<file path="src/rtl/mem_loader_if.sv">
// Valid/ready word stream feeding the loader. The source drives valid/data/last
// and the loader drives ready.
interface mem_loader_if #(
    parameter int DW = 8
);
    logic          in_valid;
    logic          in_ready;
    logic [DW-1:0] in_data;
    logic          in_last;

    modport master (output in_valid, output in_data, output in_last, input in_ready);
    modport slave  (input in_valid, input in_data, input in_last, output in_ready);
endinterface

</file>
<file path="src/rtl/mem_loader.sv">
// Streams a block of words into the shared data memory at 0..n-1, records the last
// address for the max-finder, then hands off with mf_start and waits for mf_done.
module mem_loader #(
    parameter int DW    = 8,
    parameter int AW    = 4,
    parameter int DEPTH = 16
) (
    input  logic          clk,
    input  logic          reset_n,
    input  logic          start,
    mem_loader_if.slave   s,
    output logic          mem_we,
    output logic [AW-1:0] mem_addr,
    output logic [DW-1:0] mem_wdata,
    output logic [AW-1:0] last_addr,
    output logic [AW:0]   word_count,
    output logic          mf_start,
    input  logic          mf_done,
    output logic          busy,
    output logic          err_overflow
);
    typedef enum logic [1:0] {IDLE, LOAD, HANDOFF, WAIT_MF} state_t;

    localparam logic [AW-1:0] LAST_PTR = AW'(DEPTH - 1);

    state_t        state, state_nxt;
    logic [AW-1:0] wr_ptr;
    logic          accept;
    logic          at_end;

    always_ff @(posedge clk or negedge reset_n) begin
        if (!reset_n) state <= IDLE;
        else          state <= state_nxt;
    end

    always_comb begin
        state_nxt  = state;
        s.in_ready = 1'b0;
        accept     = 1'b0;
        at_end     = 1'b0;
        mem_we     = 1'b0;
        mem_addr   = '0;
        mem_wdata  = '0;
        mf_start   = 1'b0;
        case (state)
            IDLE: if (start) state_nxt = LOAD;
            LOAD: begin
                s.in_ready = 1'b1;
                accept     = s.in_valid;
                at_end     = (wr_ptr == LAST_PTR);
                if (accept) begin
                    mem_we    = 1'b1;
                    mem_addr  = wr_ptr;
                    mem_wdata = s.in_data;
                    // The memory is full at DEPTH-1, so hand off even without in_last.
                    if (s.in_last || at_end) state_nxt = HANDOFF;
                end
            end
            HANDOFF: begin
                mf_start  = 1'b1;
                state_nxt = WAIT_MF;
            end
            WAIT_MF: if (mf_done) state_nxt = IDLE;
            default: state_nxt = IDLE;
        endcase
    end

    always_ff @(posedge clk or negedge reset_n) begin
        if (!reset_n) begin
            wr_ptr       <= '0;
            last_addr    <= '0;
            word_count   <= '0;
            err_overflow <= 1'b0;
        end else begin
            if (state == IDLE && start) begin
                wr_ptr       <= '0;
                word_count   <= '0;
                err_overflow <= 1'b0;
            end
            if (accept) begin
                wr_ptr     <= wr_ptr + AW'(1);
                word_count <= word_count + (AW+1)'(1);
                if (s.in_last || at_end) last_addr <= wr_ptr;
                if (at_end && !s.in_last) err_overflow <= 1'b1;
            end
        end
    end

    assign busy = (state != IDLE);
endmodule

</file>
<file path="src/flat_wrapper.sv">
// flat-port wrapper written by rule: the top's interface ports become plain ports
module mem_loader_flat 
#(
    parameter int DW    = 8,
    parameter int AW    = 4,
    parameter int DEPTH = 16
)
  (clk, reset_n, start, mem_we, mem_addr, mem_wdata, last_addr, word_count, mf_start, mf_done, busy, err_overflow, s_in_valid, s_in_data, s_in_last, s_in_ready);
  mem_loader_if #(.DW(DW)) s_i ();
  input  logic clk;
  input  logic reset_n;
  input  logic start;
  output logic mem_we;
  output logic [AW-1:0] mem_addr;
  output logic [DW-1:0] mem_wdata;
  output logic [AW-1:0] last_addr;
  output logic [AW:0] word_count;
  output logic mf_start;
  input  logic mf_done;
  output logic busy;
  output logic err_overflow;
  input wire logic [$bits(s_i.in_valid)-1:0] s_in_valid;
  input wire logic [$bits(s_i.in_data)-1:0] s_in_data;
  input wire logic [$bits(s_i.in_last)-1:0] s_in_last;
  output wire logic [$bits(s_i.in_ready)-1:0] s_in_ready;
  assign s_i.in_valid = s_in_valid;
  assign s_i.in_data = s_in_data;
  assign s_i.in_last = s_in_last;
  assign s_in_ready = s_i.in_ready;
  mem_loader #(.DW(DW), .AW(AW), .DEPTH(DEPTH)) u_core (.clk(clk), .reset_n(reset_n), .start(start), .s(s_i), .mem_we(mem_we), .mem_addr(mem_addr), .mem_wdata(mem_wdata), .last_addr(last_addr), .word_count(word_count), .mf_start(mf_start), .mf_done(mf_done), .busy(busy), .err_overflow(err_overflow));
endmodule
</file>
<file path="config.mk">
export PLATFORM = sky130hd
export DESIGN_NAME = mem_loader_flat
export DESIGN_NICKNAME = d
export VERILOG_FILES = /design/src/rtl/mem_loader_if.sv /design/src/rtl/mem_loader.sv /design/src/flat_wrapper.sv
export SDC_FILE = /design/constraint.sdc
export NUM_CORES = 1
export LEC_CHECK = 0
export ABC_AREA = 1
export BUFFER_PORTS_ARGS = -buffer_cell sky130_fd_sc_hd__buf_2
export CAP_MARGIN = 30
export CORE_MARGIN = 2
export CORE_UTILIZATION = 49
export DETAILED_ROUTE_END_ITERATION = 7
export HOLD_SLACK_MARGIN = 0.08
export PLACE_DENSITY = 0.8
export SLEW_MARGIN = 0
export SYNTH_ARGS = -nofsm -noshare
export SYNTH_HDL_FRONTEND = slang
export SYNTH_SLANG_ARGS = --single-unit
export TNS_END_PERCENT = 20
</file>
<file path="constraint.sdc">
create_clock -name clk -period 2.1 [get_ports clk]
set_input_delay 0.315 -clock clk [delete_from_list [all_inputs] [get_ports clk]]
set_output_delay 0.315 -clock clk [all_outputs]
set_load 0.005 [all_outputs]
</file>
==> results of run 1 <==
==> path summary, 6_finish.rpt <==
| check | startpoint | to | cells after the start |
|---|---|---|---|
| max | u_core.state[1] | mem_we | 5 |
| min | s_in_last | u_core.err_overflow | 2 |
| min in group asynchronous | reset_n | u_core.word_count[4] | 2 |
| max reg2reg | u_core.state[1] | u_core.word_count[4] | 7 |
| max in group asynchronous | reset_n | u_core.wr_ptr[1] | 2 |
| min reg2reg | u_core.word_count[4] | u_core.word_count[4] | 1 |
==> cell usage after synthesis <==
cell type	n	area share
a21oi_1	5	0.027
nand2_1	23	0.094
or2_2	1	0.0068
nand4_1	2	0.014
inv_1	22	0.090
buf_6	2	0.024
dfrtp_1	16	0.43
o21ai_0	3	0.016
o21ai_1	7	0.038
nor2_1	19	0.077
nor3_1	2	0.011
nand2_2	1	0.0068
nand3_2	1	0.011
ha_1	7	0.095
nand3_1	10	0.054
==> per-layer routing <==
layer	wire [um]	track usage	vias up	part of all wire
li1	-	-	461	-
met1	872	0.254	422	0.43
met2	1040	0.368	24	0.52
met3	86	0.0538	3	0.043
met4	19	0.0778	0	0.0094
met5	0	0	-	0
==> final cells by class <==
class,count,area [um^2],share of cell area
Multi-Input combinational cell,81,420,0.357
Sequential cell,16,400,0.340
Timing Repair Buffer,40,205,0.174
Inverter,22,82.6,0.0702
Clock buffer,4,36.3,0.0309
Tap cell,25,31.3,0.0266
==> through the flow <==
stage	TNS [ns]	hold slack, ns
2_1_floorplan	0	0.0194
3_3_place_gp	0	0.244
3_5_place_dp	0	0.247
4_1_cts	0	0.201
5_1_grt	-0.00418	0.198
6_report	0	0.196
==> worst max-delay path, stage by stage (launching register included) <==
cell and delay [ns]:
dfrtp_1 0.42, inv_1 0.11, ha_1 0.29, nand2_4 0.19, inv_1 0.20, buf_2 0.15
==> registers in the layout (all words and copies together), names as in the netlist <==
name	count
u_core.word_count	5
u_core.last_addr	4
u_core.wr_ptr	4
u_core.state	2
u_core.err_overflow	1
==> where the power goes <==
part / total, uW / internal (uW) / switching [uW]
Sequential: 502 / 409 / 93.3
Combinational: 576 / 242 / 334
Clock: 207 / 106 / 102
Total: 1290 / 757 / 529
==> logic make-up (layout without fill, tap and decap cells) <==
kind of cell,count (synthesis),count (layout),synth area share
flip-flops,16,16,0.435
AND/OR/NAND/NOR,59,59,0.274
adder cells (fa/ha/maj),7,7,0.0951
buffers and inverters,24,66,0.114
AO/OA/AOI/OAI,15,15,0.0815
==> timing repair <==
| action | 4_1_cts | 5_1_grt |
|---|---|---|
| gates resized for setup | 0 | 1 |
| endpoints found under the setup margin | 0 | 12 |
| hold buffers | 1 | 0 |
| hold endpoints to repair | 16 | 0 |
==> metrics.md, run 1 <==
| Metric | Value |
|---|---|
| Outcome | finished clean |
| First-pass GRT wire length | roughly 3400 um |
| Clk slew on worst S/H paths | 0.10 ns |
| Setup WS pre-CTS | between 0.3 and 0.4 ns |
| Routed vias | 910 |
| # rows | 15 |
| Most frequent cells in the layout | buf_2, nand2_1, inv_1, nor2_1, dfrtp_1 |
| ANT cells | 0 |
| Drt initial violations | 13 |
| Post-DRT Antenna Nets | 0 |
| Worst Slack Setup Final | ~0.14 ns |
| Final-layout fill cell count | between 100 and 150 |
| Area after DPL | about 1100 um^2 |
| Core area | roughly 1700 um^2 |
| Cell Area, Synth | about 920 um^2 |
| Drt first pass iters | 4 |
| Normalized max-slew margin | 0.765 |
| Gr ovfl total | 0 |
| Syn Area/Cell | 7.61 um^2 |
| Power Total | 1290 uW |
| Die span in x | roughly 47 um |
| Htree depth | 1 |
| Largest net degree at the start of global routing | 24 |
| Max VDD drop | between 0.6 and 0.7 mV |
| Placed cells | around 180 |
| Starting Density | 0.528 |
| WP data arrival | ~1.7 ns |
| #FFs+latches synth | 16 |
| I/O pin total | 40 |
| Die ar. | between 2000 and 2500 um^2 |
| Clk sinks | 16 |
| Share of post-route cells with drive strength above 1 | 0.282 |
| Total track usage | 0.213 |
| P per Cell Area | approximately 1100 nW/um^2 |
| Worst Path Required | 1.78 ns |
| Fin. max-slew vios | 0 |
| Detailed placer's ending HPWL | around 1600 um |
| Worst-Skew Late Latency | just under 0.3 ns |
| Worst Path Class, Setup | flop to primary output |
| DRC violations left | 0 |
| Core Util, Final | 0.674 |
| Synth Instances | approximately 120 |
| Clk buf depth | 2 |
| Design Area, Final | about 1200 um^2 |
| Max Freq | 510 MHz |
| Syn. warnings | 0 |
| Final-report hold violation count | 0 |
| Number of distinct library cells after synthesis | 15 |
| TritonCTS clock tree | done |
| Synthesized net count | approximately 140 |
| Port Buffers | 39 |
| Post-Route WL | approximately 2000 um |
| Leakage power | around 0.00071 uW |
| Sequential fraction of the synthesis area | 0.435 |
| Final setup violation count | 0 |
| Maximum fanout along the worst path | 23 |
| Clock skew | around 0.0050 ns |
| Post-route clock period utilization | 0.934 |
| Actual slew at the worst max-slew pin | ~0.35 ns |
| Number of global-route vias before repair | about 830 |
| Initial antenna violation count | 0 |
| Die Ht | about 47 um |
| Area grow syn2layout | 27.7% |
| Startpoint types | flop |
| Reg2reg setup slack | around 0.56 ns |
| Leading cell type in the layout, fill and taps excluded | buf_2 |
| Hold/Removal Path Class | input port to flop |
| CP Capture Type | primary output |
| NumNets Final | ~190 |
| Routed len/inst | approximately 11 um |
| Clk root buf | clkbuf_4 |
| Gpl congestion | 0.865 |
| Fin cells | 188 |
| # Post-CTS Setup Buffers | 0 |
| CTS Buf Count | 3 |
| Max cap viols | 0 |
| Vias/cell | 4.84 |
| Tmin final | 1.96 ns |
(Power assumes the default switching activity.)
==> run 2, diff against run 1 <==
CELL_PAD_IN_SITES_DETAIL_PLACEMENT = 0   (was not set)
CELL_PAD_IN_SITES_GLOBAL_PLACEMENT = 1   (was not set)
CORE_ASPECT_RATIO = 0.6   (was not set)
CORE_UTILIZATION = 34   (was 49)
==> run 2 against run 1 <==
Sequential power is essentially flat. Cell count grew 3.2%. Clock-buffer cell count down 1. Global-route usage is 7.3 points lower. Non-clock buffer count stayed put. Total power increased by 2.2%.
==> metrics.md, run 2 (synthesis gave the netlist of run 1 again) <==
| Metric | Value |
|---|---|
| Register bank with the most flops | u_core.word_count |
| Max VDD drop | 0.462 mV (-28%) |
| Vias/cell | 4.46 (-7.9%) |
| Share of post-route cells with drive strength above 1 | 0.278 (-0.00443) |
| Leakage power | 0.000710 uW (about the same) |
| Detailed placer's ending HPWL | 1620 um (+0.42%) |
| Outcome | finished clean |
| Gr ovfl total | 0 (unchanged) |
| Area after DPL | 1130 um^2 (+0.78%) |
| NumNets Final | 185 (unchanged) |
| Routed vias | 865 (-4.9%) |
| Design Area, Final | 1190 um^2 (+1.2%) |
| Die Ht | 44.3 um (-6.4%) |
| # rows | 14 (-1) |
| Clk slew on worst S/H paths | 0.06 ns (-0.04 ns) |
| Final-layout fill cell count | 260 (+77%) |
| Worst Path Required | 1.78 ns (about the same) |
| CP Capture Type | primary output |
| Actual slew at the worst max-slew pin | 0.364 ns (+0.0114 ns) |
| Leading cell type in the layout, fill and taps excluded | buf_2 |
| Unrepaired setup endpoints after global routing | no |
| Placed cells | 190 (+3.8%) |
| Fin. max-slew vios | 0 (unchanged) |
| Routed len/inst | 10.7 um (-0.55%) |
| Max Freq | 521 MHz (+2.3%) |
| Busiest grt layer | met1 |
| Clk buf depth | 2 (unchanged) |
| Drt initial violations | 27 (+14) |
| Final setup violation count | 0 (unchanged) |
| Worst path most repeated cell | inv_1 |
| Port Buffers | 39 (unchanged) |
| Core area | 2540 um^2 (+46%) |
| Clk sinks | 16 (unchanged) |
| Clk root buf | clkbuf_8 |
| Critical Path Max Stage Delay | 0.41 ns (about the same) |
| Htree depth | 1 (unchanged) |
| Max FFs per register | 5 (unchanged) |
| Setup TNS | 0 ns (unchanged) |
| Most frequent cells in the layout | buf_2, nand2_1, inv_1, nor2_1, dfrtp_1 |
| DRC violations left | 0 (unchanged) |
| P per Cell Area | 1100 nW/um^2 (+1.0%) |
| Drt first pass iters | 4 (unchanged) |
| Die span in x | 71.2 um (+50%) |
| Clock skew | 0.00196 ns (-0.00308 ns) |
| Hold/Removal Path Class | input port to flop |
| Largest net degree at the start of global routing | 24 (unchanged) |
| Maximum fanout along the worst path | 23 (unchanged) |
| TritonCTS clock tree | done |
| Gpl congestion | 0.824 (-4.8%) |
| Number of global-route vias before repair | 742 (-10%) |
| Fin cells | 194 (+3.2%) |
| CTS Buf Count | 3 (unchanged) |
| Reg2reg setup slack | 0.55 ns (about the same) |
| I/O pin total | 40 (unchanged) |
| First-pass GRT wire length | 3370 um (+0.42%) |
| Met2 Use GR | 0.189 (-0.179) |
| Met1 Use GR | 0.205 (-0.0485) |
| Normalized max-slew margin | 0.757 (-0.00760) |
| Max cap viols | 0 (unchanged) |
| # Post-CTS Setup Buffers | 0 (unchanged) |
| Setup WS pre-CTS | 0.332 ns (-0.0302 ns) |
| Final-report hold violation count | 0 (unchanged) |
| Tmin final | 1.92 ns (-0.0442 ns) |
| Post-route clock period utilization | 0.913 (-0.0210) |
| Core Util, Final | 0.468 (-0.205) |
| Worst-Skew Late Latency | 0.25 ns (-0.04 ns) |
| Crit path cell chain | inv_1 > ha_1 > nand2_4 > inv_1 > buf_2 |
| Area grow syn2layout | 29.2% |
| Met3 GRT Util | 0.0547 (+0.000824) |
| Starting Density | 0.363 (-0.165) |
| ANT cells | 0 (unchanged) |
| Initial antenna violation count | 0 (unchanged) |
| Worst Path Class, Setup | flop to primary output |
| WP data arrival | 1.60 ns (-0.05 ns) |
| Slowest CP cell | dfrtp_1 |
| Biggest regs | u_core.word_count: 5 flops, u_core.last_addr: 4 flops, u_core.wr_ptr: 4 flops |
| Worst Slack Setup Final | 0.182 ns (+0.0442 ns) |
| Die ar. | 3150 um^2 (+41%) |
| Total track usage | 0.141 (-0.0725) |
| Post-Route WL | 2070 um (+2.6%) |
| Post-DRT Antenna Nets | 0 (unchanged) |
| Startpoint types | flop |
run 2: repair_timing:
item                                    4_1_cts  5_1_grt
endpoints found under the setup margin        0        5
endpoints found under the hold margin        16        0
resized for setup                             0        1
hold buffers                                  1        0
run 2: layer usage:
metal / wire length, um / part of all wire / vias up
met5: 0 / 0 / -
met2: 845 / 0.41 / 19
li1: - / - / 462
met4: 10 / 0.0048 / 0
met3: 111 / 0.054 / 2
met1: 1110 / 0.53 / 382
run 2: final cells by class:
class	count	area, um^2	share of cell area
multi-input cells	81	420	0.353
flip-flops and latches	16	400	0.336
repair buffers	40	205	0.172
inverters	22	82.6	0.0694
clock buffers	3	41.3	0.0347
well taps	32	40.0	0.0336
run 2: worst max-delay path: cells and delay by family, from the launching register on:
family,cells,cell delay [ns]
buffers and inverters,3,0.46
flip-flops,1,0.41
adder cells (fa/ha/maj),1,0.29
AND/OR/NAND/NOR,1,0.19
run 2: through the flow:
step	hold slack [ns]	total power, uW
floorplan	0.0194	882
global placement	0.244	1090
detailed placement	0.249	1090
CTS	0.259	1330
global route	0.257	1440
finish	0.258	1310
run 2: final timing paths:
path | to | depth (start not counted) | startpoint
min in group asynchronous | u_core.last_addr[3] | 2 | reset_n
hold / removal | u_core.err_overflow | 2 | s_in_last
setup / recovery | mem_we | 5 | u_core.state[1]
setup reg to reg | u_core.word_count[4] | 7 | u_core.state[1]
hold reg to reg | u_core.word_count[4] | 1 | u_core.word_count[4]
max in group asynchronous | u_core.word_count[4] | 2 | reset_n
run 2: where the power goes:
part | internal (uW) | switching [uW] | leakage [uW]
logic | 243 | 341 | 0.000476
clock network | 127 | 101 | 0.0000216
registers | 410 | 91.8 | 0.000212
==> run 3, diff against run 2 <==
CAP_MARGIN = 20   (was 30)
PLACE_DENSITY = not set   (was 0.8)
PLACE_DENSITY_LB_ADDON = 0.3   (was not set)
==> run 3 against run 2 <==
Cell count grew 0.52%. Largest power group unchanged. Critical endpoint unchanged. Clock skew grew 0.0019 ns. Hold slack lost 0.0017 ns.
==> metrics.md, run 3 (synthesis gave the netlist of run 1 again) <==
| Metric | Value |
|---|---|
| Max cap viols | 0 (unchanged) |
| Leading cell type in the layout, fill and taps excluded | buf_2 |
| Clk slew on worst S/H paths | 0.07 ns (about the same) |
| Critical Path Max Stage Delay | 0.41 ns (about the same) |
| P per Cell Area | 1130 nW/um^2 (+2.2%) |
| Post-DRT Antenna Nets | 0 (unchanged) |
| Post-Route WL | 2060 um (-0.87%) |
| Detailed placer's ending HPWL | 1590 um (-1.9%) |
| Routed len/inst | 10.5 um (-1.4%) |
| Max FFs per register | 5 (unchanged) |
| Register bank with the most flops | u_core.word_count |
| TritonCTS clock tree | done |
| Largest net degree at the start of global routing | 24 (unchanged) |
| Die span in x | 71.2 um (unchanged) |
| Gr ovfl total | 0 (unchanged) |
| Area grow syn2layout | 31.0% |
| Actual slew at the worst max-slew pin | 0.365 ns (+0.000365 ns) |
| Unrepaired setup endpoints after global routing | no |
| Initial antenna violation count | 0 (unchanged) |
| Gpl congestion | 0.808 (-1.8%) |
| Biggest regs | u_core.word_count: 5 flops, u_core.last_addr: 4 flops, u_core.wr_ptr: 4 flops |
| Clk sinks | 16 (unchanged) |
| I/O pin total | 40 (unchanged) |
| Total track usage | 0.131 (-0.00930) |
| Slowest CP cell | dfrtp_1 |
| Die Ht | 44.3 um (unchanged) |
| Number of global-route vias before repair | 691 (-6.9%) |
| Starting Density | 0.363 (unchanged) |
| Port Buffers | 39 (unchanged) |
| Worst Slack Setup Final | 0.245 ns (+0.0627 ns) |
| Core area | 2540 um^2 (unchanged) |
| Tmin final | 1.86 ns (-0.0627 ns) |
| Clk buf depth | 2 (unchanged) |
| Worst Path Class, Setup | flop to primary output |
| Post-route clock period utilization | 0.883 (-0.0298) |
| First-pass GRT wire length | 3200 um (-5.1%) |
| Htree depth | 1 (unchanged) |
| Max Freq | 539 MHz (+3.4%) |
| Clock skew | 0.00383 ns (+0.00187 ns) |
| # rows | 14 (unchanged) |
| Worst Path Required | 1.78 ns (about the same) |
| Outcome | finished clean |
| Setup TNS | 0 ns (unchanged) |
| Vias/cell | 4.40 (-1.3%) |
| Fin. max-slew vios | 0 (unchanged) |
| CTS Buf Count | 3 (unchanged) |
| Startpoint types | flop |
| WP data arrival | 1.54 ns (-0.06 ns) |
| Worst-Skew Late Latency | 0.25 ns (about the same) |
| Maximum fanout along the worst path | 23 (unchanged) |
| Normalized max-slew margin | 0.757 (about the same) |
| Clk root buf | clkbuf_8 |
| Share of post-route cells with drive strength above 1 | 0.288 (+0.0106) |
| ANT cells | 0 (unchanged) |
| Drt initial violations | 43 (+59%) |
| Final-report hold violation count | 0 (unchanged) |
| Final setup violation count | 0 (unchanged) |
| Hold/Removal Path Class | input port to flop |
| DRC violations left | 0 (unchanged) |
| Drt first pass iters | 4 (unchanged) |
| Crit path cell chain | inv_1 > ha_2 > nand2_4 > inv_1 > buf_2 |
| Worst path most repeated cell | inv_1 |
| Setup WS pre-CTS | 0.346 ns (+0.0142 ns) |
| CP Capture Type | primary output |
| Die ar. | 3150 um^2 (unchanged) |
| Most frequent cells in the layout | buf_2, nand2_1, inv_1, nor2_1, dfrtp_1 |
| Routed vias | 858 (-0.81%) |
| Leakage power | 0.000716 uW (+0.79%) |
| Max VDD drop | 0.363 mV (-21%) |
| NumNets Final | 185 (unchanged) |
[run 3: cell types whose count changed in the layout (fill, tap and decap cells not counted)]
cell,delta
ha_1,-1
clkbuf_8,+1
ha_2,+1
[run 3: power breakdown]
part / internal, uW / leakage, uW / switching, uW
Clock: 166 / 0.0000288 / 109
Sequential: 410 / 0.000212 / 94.1
Combinational: 245 / 0.000475 / 337
Total: 821 / 0.000716 / 540
[run 3: final timing paths]
kind	from	slack [ns]	to	cells past startpoint
min in group asynchronous	reset_n	0.51	u_core.last_addr[3]	2
worst max-delay path	u_core.state[1]	0.24	mem_we	5
worst min-delay path	s_in_last	0.26	u_core.err_overflow	2
worst max register to register	u_core.state[1]	0.62	u_core.word_count[4]	7
worst min register to register	u_core.word_count[4]	0.48	u_core.word_count[4]	1
max in group asynchronous	reset_n	1.33	u_core.wr_ptr[0]	2
[run 3: timing repair]
action | in CTS | in global routing
gates resized for setup | 0 | 2
hold buffers | 1 | 0
endpoints found under the setup margin | 0 | 4
hold endpoints to repair | 16 | 0
buffers inserted | 0 | 0
[run 3: through the flow]
step	utilization	cell area [um^2]	hold slack, ns	std cells	total power [uW]
detailed placement	0.446	1130	0.254	190	1080
global placement	0.446	1130	0.247	190	1080
global route	0.475	1210	0.255	195	1490
CTS	0.472	1200	0.253	195	1360
finish	0.475	1210	0.256	195	1360
floorplan	-	921	0.0194	121	882
[run 3: metal layers]
metal  routed length [um]  track usage
met5                    0            0
met4                    6       0.0113
met3                  133       0.0524
met2                  765        0.180
met1                 1150        0.200
[run 3: area by class of cell]
cell class	count	area (um^2)
clock buffer	4	55.1
fill	264	1330
timing repair buffer	40	205
multi-input combinational	81	423
inverter	22	82.6
tap	32	40.0
sequential	16	400
[run 3: worst max-delay path: cells and delay by family (launching register included)]
kind | cells | cell delay [ns]
fa+ha+maj | 1 | 0.25
buf+inv | 3 | 0.46
flops | 1 | 0.41
simple gates | 1 | 0.17
